$ cat src/rtl/zx_bus_bridge.sv
// -----------------------------------------------------------------------------
// zx_bus_bridge
//
// Glue between the negedge-strobe Z80 CPU wrapper and the rest of the
// Spectrum-style system. Turns Z80 memory cycles into one req/ack memory
// transaction each (holding the CPU with wait_n until the memory answers),
// implements the ULA port on even I/O addresses (border, beeper, mic,
// keyboard, tape input), and generates the frame interrupt.
//
// Parameters:
//   FRAME_LEN  clk cycles per interrupt period
//   INT_LEN    clk cycles int_n is held low at the start of each period
//   ROM_WP     1 = writes to 0x0000-0x3FFF are dropped and complete at once
//
// Ports:
//   clk, reset_n                 clock, synchronous active-low reset
//   cpu_a, cpu_do, cpu_di        CPU address, write data, read data
//   mreq_n, iorq_n, rd_n, wr_n,  CPU strobes (registered by the wrapper),
//   m1_n, rfsh_n                 all active low
//   wait_n, int_n                CPU wait and maskable interrupt, active low
//   mem_req, mem_we, mem_addr,   memory port request (level), direction,
//   mem_wdata                    address and write data
//   mem_ack, mem_rdata           one-cycle completion pulse and read data
//   kbd_matrix                   40 keys, bit 5*row+col, 0 = pressed
//   ear_in                       tape input
//   border, beeper, mic          ULA outputs
// -----------------------------------------------------------------------------
module zx_bus_bridge #(
    parameter int unsigned FRAME_LEN = 69888,
    parameter int unsigned INT_LEN   = 32,
    parameter bit          ROM_WP    = 1'b1
) (
    input  logic        clk,
    input  logic        reset_n,
    input  logic [15:0] cpu_a,
    input  logic [7:0]  cpu_do,
    output logic [7:0]  cpu_di,
    input  logic        mreq_n,
    input  logic        iorq_n,
    input  logic        rd_n,
    input  logic        wr_n,
    input  logic        m1_n,
    input  logic        rfsh_n,
    output logic        wait_n,
    output logic        int_n,
    output logic        mem_req,
    output logic        mem_we,
    output logic [15:0] mem_addr,
    output logic [7:0]  mem_wdata,
    input  logic        mem_ack,
    input  logic [7:0]  mem_rdata,
    input  logic [39:0] kbd_matrix,
    input  logic        ear_in,
    output logic [2:0]  border,
    output logic        beeper,
    output logic        mic
);

    typedef enum logic [1:0] {
        IDLE,
        MEM_WAIT,
        HOLD
    } state_t;

    localparam logic [16:0] CNT_LAST = 17'(FRAME_LEN - 1);
    localparam logic [16:0] INT_END  = 17'(INT_LEN);

    state_t      state;
    logic [7:0]  rdata_q;
    logic        ula_wr_q;
    logic [16:0] int_cnt;

    logic        mem_acc;
    logic        io_acc;
    logic        inta;
    logic        rom_drop;
    logic        ula_wr;
    logic [4:0]  kbd_col;

    // Bus cycle classification from the sampled strobes.
    always_comb begin
        mem_acc  = !mreq_n && rfsh_n && (!rd_n || !wr_n);
        io_acc   = !iorq_n && m1_n;
        inta     = !iorq_n && !m1_n;
        rom_drop = ROM_WP && !wr_n && (cpu_a[15:14] == 2'b00);
        ula_wr   = io_acc && !wr_n && !cpu_a[0];
    end

    // Memory cycle sequencer: one request per CPU memory cycle.
    always_ff @(posedge clk) begin
        if (!reset_n) begin
            state     <= IDLE;
            mem_req   <= 1'b0;
            mem_we    <= 1'b0;
            mem_addr  <= '0;
            mem_wdata <= '0;
            rdata_q   <= 8'hFF;
        end else begin
            case (state)
                IDLE: begin
                    if (mem_acc) begin
                        if (rom_drop) begin
                            state <= HOLD;
                        end else begin
                            mem_req   <= 1'b1;
                            mem_we    <= !wr_n;
                            mem_addr  <= cpu_a;
                            mem_wdata <= cpu_do;
                            state     <= MEM_WAIT;
                        end
                    end
                end
                MEM_WAIT: begin
                    if (mem_ack) begin
                        mem_req <= 1'b0;
                        if (!mem_we) begin
                            rdata_q <= mem_rdata;
                        end
                        state <= HOLD;
                    end
                end
                HOLD: begin
                    // Park until the CPU ends the cycle so a long cycle
                    // never produces a second request.
                    if (mreq_n) begin
                        state <= IDLE;
                    end
                end
                default: state <= IDLE;
            endcase
        end
    end

    // A dropped ROM write completes on its first cycle, so it is excluded
    // from the IDLE wait term.
    always_comb begin
        wait_n = !(mem_acc && ((state == IDLE && !rom_drop) || state == MEM_WAIT));
    end

    // Keyboard: a column reads 0 if a pressed key sits in any selected row
    // (row r selected by a low cpu_a[8+r]).
    always_comb begin
        kbd_col = '1;
        for (int unsigned r = 0; r < 8; r++) begin
            if (!cpu_a[8 + r]) begin
                kbd_col = kbd_col & kbd_matrix[5 * r +: 5];
            end
        end
    end

    always_comb begin
        cpu_di = rdata_q;
        if (inta) begin
            cpu_di = 8'hFF;
        end else if (io_acc && !rd_n) begin
            cpu_di = cpu_a[0] ? 8'hFF : {1'b1, ear_in, 1'b1, kbd_col};
        end
    end

    // ULA port write: latch only on the first sampled edge of the cycle.
    always_ff @(posedge clk) begin
        if (!reset_n) begin
            ula_wr_q <= 1'b0;
            border   <= '0;
            beeper   <= 1'b0;
            mic      <= 1'b0;
        end else begin
            ula_wr_q <= ula_wr;
            if (ula_wr && !ula_wr_q) begin
                border <= cpu_do[2:0];
                mic    <= cpu_do[3];
                beeper <= cpu_do[4];
            end
        end
    end

    // Frame interrupt: free-running counter, int_n low for the first
    // INT_LEN counts of each period.
    always_ff @(posedge clk) begin
        if (!reset_n) begin
            int_cnt <= '0;
            int_n   <= 1'b1;
        end else begin
            int_cnt <= (int_cnt == CNT_LAST) ? '0 : int_cnt + 17'd1;
            int_n   <= (int_cnt >= INT_END);
        end
    end

endmodule

$ cat config.mk
export PLATFORM = sky130hd
export DESIGN_NAME = zx_bus_bridge
export DESIGN_NICKNAME = d
export VERILOG_FILES = /design/src/rtl/zx_bus_bridge.sv
export SDC_FILE = /design/constraint.sdc
export NUM_CORES = 1
export LEC_CHECK = 0
export CORE_UTILIZATION = 56
export DETAILED_ROUTE_END_ITERATION = 7
export DONT_BUFFER_PORTS = 1
export PLACE_DENSITY = 0.84
export SLEW_MARGIN = 15
export SYNTH_ARGS = -nofsm -noshare
export SYNTH_HDL_FRONTEND = slang
export SYNTH_SLANG_ARGS = --single-unit
$ cat constraint.sdc
create_clock -name clk -period 1.76 [get_ports clk]
set_input_delay 0.176 -clock clk [delete_from_list [all_inputs] [get_ports clk]]
set_output_delay 0.176 -clock clk [all_outputs]
set_load 0.03 [all_outputs]
# Yosys cells after proc, flatten, opt, wreduce, memory -nomap -nowiden
# Cells that the tools add are included.
[totals] romBits=0 ff_bits=60 in_bits=82 memories=0 ram_bits=0 elab_cells=81 latch_bits=0 output_inout_bits=41
[op_classes] n_bitwise=10 n_shift=0 n_mux=20 n_div=0 eq_ne=7 n_addsub=1 n_reduce_logical=30 order_cmp=1 mul=0
[op_table] op="two-way mux 5 bit" n=8
[op_table] op="bitwise AND 5 bit" n=7
[op_table] op="adder 17 x 1 -> 17 bit (second input constant)" n=1
[op_table] op="equality test 17 bit (second input constant)" n=1
[op_table] op=">= comparator 17 x 6 -> 1 bit (second input constant)" n=1
[op_table] op="two-way mux 8 bit" n=2
[op_table] op="logical AND 1 bit" n=11
[op_table] op="zero test 1 bit" n=9
[op_table] op="AND reduction 3 bit" n=3
[op_table] op="two-way mux 2 bit" n=4
[op_table] op="!= test 2 bit (second input constant)" n=4
[op_table] op="two-way mux 7 bit" n=1
[op_table] op="case mux 2 bit (3 select lines)" n=1
[op_table] op="zero test 2 bit" n=2
[op_table] op="AND reduction 4 bit" n=1
[op_table] op="two-way mux 1 bit" n=3
[op_table] op="inverter 1 bit" n=3
[op_table] op="equality test 2 x 1 -> 1 bit (second input constant)" n=1
[op_table] op="equality test 2 bit (second input constant)" n=1
[op_table] op="logical OR 1 bit" n=2
[op_table] op="case mux 1 bit (2 select lines)" n=1
[op_table] op="nonzero test 2 bit" n=1
[op_table] op="OR reduction 2 bit" n=1

# Depth between registers and ports, before layout
# Gate-level depths: netlist of the first run.
[depth] ltp_word=18 depth_mapped=7 mapped_depth_nobuf=5

# Worst setup path after synthesis of the first run
# Ideal clock, no wire load.
[synth_timing] kind="register -> register" from="register state[1]" to="register mem_addr[13]" path_slack_ns=0.004 setup_time_ns=0.116 period_less_slack_ns=1.756 t_arrival_ns=1.640 n_path_buf=2 t_required_ns=1.644 path_stages_with_launch=7 path_cell_list="dfxtp_1 -> or3b_4 -> a2111oi_2 -> buf_6 -> buf_12 -> mux2i_1 -> nor2b_1"
[synth_via] elab_chain_len=2
[synth_lines] item="from (decl)" line="68" rtl="state_t state;"
[synth_lines] item="from (signal assigned)" line="92" rtl="state <= IDLE;"
[synth_lines] item="from (signal assigned)" line="103" rtl="state <= HOLD;"
[synth_lines] item="from (signal assigned)" line="109" rtl="state <= MEM_WAIT;"
[synth_lines] item="zero test 2 bit" line="99" rtl="case (state)"
[synth_lines] item="AND reduction 3 bit (no source line)"
[synth_lines] item="to (signal assigned)" line="107" rtl="mem_addr <= cpu_a;"
[synth_lines] item="to (decl)" line="48" rtl="output logic [15:0] mem_addr,"
# Every way passes these cells.
# A chain may end at the register's enable or synchronous reset.

# Final worst setup path of the first run
[layout_timing] from="register state[1]" to="register mem_addr[5]"
# Same word-level chain as after synthesis.

==> flow_metrics.env, run 1 <==
export IMPL_outcome="complete, but fails checks"
export IMPL_violations="DRC"
export IMPL_drive_above_1_share=0.118
export IMPL_synth_ff_type="dfxtp_1"
export IMPL_yosys_warnings=0
export IMPL_post_drt_wl_per_cell_um=18.1
export IMPL_nets=384
export IMPL_synth_seq_area_share=0.450
export IMPL_die_area_um2=5050
export IMPL_routed_via_density=6.00
export IMPL_grt_usage=0.261
export IMPL_syn_to_final_growth_pct=17.8
export IMPL_finalHoldViolCount=0
export IMPL_cts_made_buffers=9
export IMPL_io_pins=123
export IMPL_synth_edf_count=0
export IMPL_syn_avg_cell_area_um2=9.50
export IMPL_grt_overflow=0
export IMPL_power_total_mw=3.24
export IMPL_ys_ff_latch=60
export IMPL_r2r_slack_ps=60
export IMPL_clock_latency_ps=320
export IMPL_rsz0062_at_grt="true"
export IMPL_io_buffers=0
export IMPL_dp_hpwl_mm=4.22
export IMPL_synth_compound_area_frac=0.102
export IMPL_p_per_area_nw_per_um2=1030
export IMPL_die_w_um=71.0
export IMPL_worst_r2r_endpoint="mem_addr[5]$_SDFFE_PN0P_"
export IMPL_clockBufferDepth=2
export IMPL_synth_nets=365
export IMPL_drc=13
export IMPL_swShare=0.234
export IMPL_setup_violations_final=0
export IMPL_endpoint_kind="register"
export IMPL_synthXorXnorAreaFrac=0.0459
export IMPL_fillers=337
export IMPL_rows=24
export IMPL_gp_congestion=0.790
export IMPL_crit_required_ps=1970
export IMPL_coreArea_um2=4470
export IMPL_fin_skew_ps=7.07
export IMPL_layout_setup_ws_ps=57.5
export IMPL_cap_violations=0
export IMPL_die_h_um=71.0
export IMPL_drt_iter0_drc=161
export IMPL_insertedDiodeCount=0
export IMPL_combPwrFrac=0.084
export IMPL_max_freq_mhz=587
export IMPL_grt_max_degree=44
export IMPL_reg2regPathDepth=7
export IMPL_netlist_area_um2=2670
export IMPL_min_delay_path_class="input port to register"
export IMPL_power_switching_uw=756
export IMPL_slew_headroom=0.595
export IMPL_synth_top_cells_by_area="dfxtp_1 45%, mux2i_1 11%, nor2b_1 7.0%"
export IMPL_min_path_cells=1
export IMPL_drv_slew=0
export IMPL_synth_simple_area_share=0.241
export IMPL_wirelength_mm=6.46
export IMPL_drtPass1Iterations=6
export IMPL_whs_endpoint="mem_wdata[5]$_SDFFE_PN0P_"
export IMPL_grt_pass1_vias=2094
export IMPL_r2r_start="state[1]$_SDFFE_PN0P_"
export IMPL_netlist_cell_type_count=37
export IMPL_period_share=0.967
export IMPL_drtAntennaViolNets=0
export IMPL_pre_cts_slack_ps=-19.2
export IMPL_p_leak_nw=1.10
export IMPL_worst_pin_slew_ps=607
export IMPL_muxShareOfSynthArea=0.109
export IMPL_seqPwrFrac=0.463
export IMPL_cts_tree="done"
export IMPL_synth_fa_ha_area_frac=0.00938
export IMPL_critical_path_arrival_ps=1910
export IMPL_vias=2141
export IMPL_final_common_cell="dfxtp_1"
export IMPL_synth_top_area_cell="dfxtp_1"
export IMPL_path_clk_slew_ps=70
export IMPL_worst_path_max_fanout=10
export IMPL_clkPwrFrac=0.453
export IMPL_worstSetupPathType="register to register"
export IMPL_layout_common_cells="60 x dfxtp_1, 30 x nor2b_1, 29 x mux2i_1"
export IMPL_cts_sinks=60
export IMPL_synth_top_cell_area_share=0.450
export IMPL_h_tree_depth=3
export IMPL_antenna_found_initial=0
export IMPL_internal_power_mw=2.48
export IMPL_min_from="reset_n"
export IMPL_period_needed_ps=1700
export IMPL_initial_utilization=0.596
export IMPL_grt_pass1_wl_mm=9.89
export IMPL_synth_top_family_by_area="simple AND/OR/NAND/NOR gates"
export IMPL_ir_worst_vdd_mv=0.791
export IMPL_cts_root_buf="clkbuf_8"
export IMPL_finalSetupTns_ps=0
export IMPL_async_flop_share=0
export IMPL_syn_inst=281
export IMPL_start_kind="register"
==> power groups by stage <==
stage / combinational [mW] / sequential, mW / clock [mW]
4_1_cts: 0.264 / 1.50 / 1.50
5_1_grt: 0.295 / 1.50 / 1.56
2_1_floorplan: 0.201 / 1.52 / 0
6_report: 0.271 / 1.50 / 1.47
3_3_place_gp: 0.208 / 1.53 / 0
3_5_place_dp: 0.215 / 1.53 / 0
==> routing by layer <==
layer  vias to the layer above  GRT usage  routed length [µm]
li1                       1036          -                   -
met5                         -          0                   0
met2                       106      0.449                3270
met4                         0      0.140                 167
met3                        18     0.0641                 463
met1                       981      0.300                2560
==> how the worst max path moves through the flow <==
stage,startpoint,to
after floorplan,state[1]$_SDFFE_PN0P_,mem_addr[13]$_SDFFE_PN0P_
after global placement,state[1]$_SDFFE_PN0P_,mem_wdata[1]$_SDFFE_PN0P_
after detailed placement,state[1]$_SDFFE_PN0P_,mem_addr[5]$_SDFFE_PN0P_
after CTS,state[1]$_SDFFE_PN0P_,mem_addr[11]$_SDFFE_PN0P_
after global routing,state[1]$_SDFFE_PN0P_,mem_wdata[5]$_SDFFE_PN0P_
final,state[1]$_SDFFE_PN0P_,mem_addr[5]$_SDFFE_PN0P_
==> area by class of cell <==
type,instances,area (µm²),share of cell area
Clock inverter,7,115,0.0366
Multi-Input combinational cell,202,1370,0.436
Tap cell,52,65.1,0.0207
Inverter,6,22.5,0.00716
Timing Repair Buffer,21,245,0.0780
Sequential cell,60,1200,0.382
Clock buffer,9,124,0.0394
==> repair_timing <==
action | 4_1_cts | 5_1_grt
endpoints found under the setup margin | 17 | 9
buffers inserted | 1 | 1
gates resized for setup | 0 | 3
hold endpoints to repair | 43 | 0
pin swaps | 1 | 1
gates cloned | 1 | 0
hold buffers | 10 | 0
==> flip-flops by register name (all words and copies together) (netlist names), 2 cells and up <==
| signal | cells |
|---|---|
| border | 3 |
| state | 2 |
| int_cnt | 17 |
| rdata_q | 8 |
| mem_wdata | 8 |
| mem_addr | 16 |
==> cells by family (layout without fill, tap and decap cells) <==
group	Yosys count	in the layout
AND/OR/NAND/NOR	120	120
multiplexers	29	29
buffers and inverters	19	43
flip-flops	60	60
XOR/XNOR	14	14
AO/OA/AOI/OAI	37	37
adder cells (fa/ha/maj)	2	2
==> worst max-delay path, stage by stage (launching register included) <==
cell and delay, ps:
dfxtp_1 310, or3b_4 390, a2111oi_4 210, buf_6 180, buf_12 110, buf_12 130, mux2i_1 190, nor2b_1 60
==> cell usage after synthesis (3+ instances only) <==
library cell  count
nor3_1            6
clkbuf_1          7
xnor2_1          12
nor4_1           12
a21oi_1           3
nand3_1          13
dfxtp_1          60
nand4_1           4
nor2_1           19
and2_1            3
buf_2             3
nand2_1          22
inv_1             6
mux2i_1          29
o22ai_1          20
o22a_1            6
nor2b_1          30
or2_2             3
==> through the flow <==
stage / utilization / hold WS [ps] / cells / instance area [µm²]
final: 0.703 / 24.4 / 357 / 3140
after global routing: 0.703 / 14.5 / 357 / 3140
after CTS: 0.698 / 11.6 / 356 / 3120
after detailed placement: 0.611 / 257 / 328 / 2730
after global placement: 0.611 / 254 / 328 / 2730
after floorplan: - / 300 / 281 / 2670
(Power assumes the default switching activity.)
==> inputs of run 2 (changes only) <==
--- a/config.mk
+++ b/config.mk
@@ -9,7 +9,6 @@
 export DETAILED_ROUTE_END_ITERATION = 7
 export DONT_BUFFER_PORTS = 1
 export PLACE_DENSITY = 0.84
-export SLEW_MARGIN = 15
 export SYNTH_ARGS = -nofsm -noshare
 export SYNTH_HDL_FRONTEND = slang
 export SYNTH_SLANG_ARGS = --single-unit
==> results of run 2 <==
No change in the layout: final DEF, timing and power equal those of run 1.
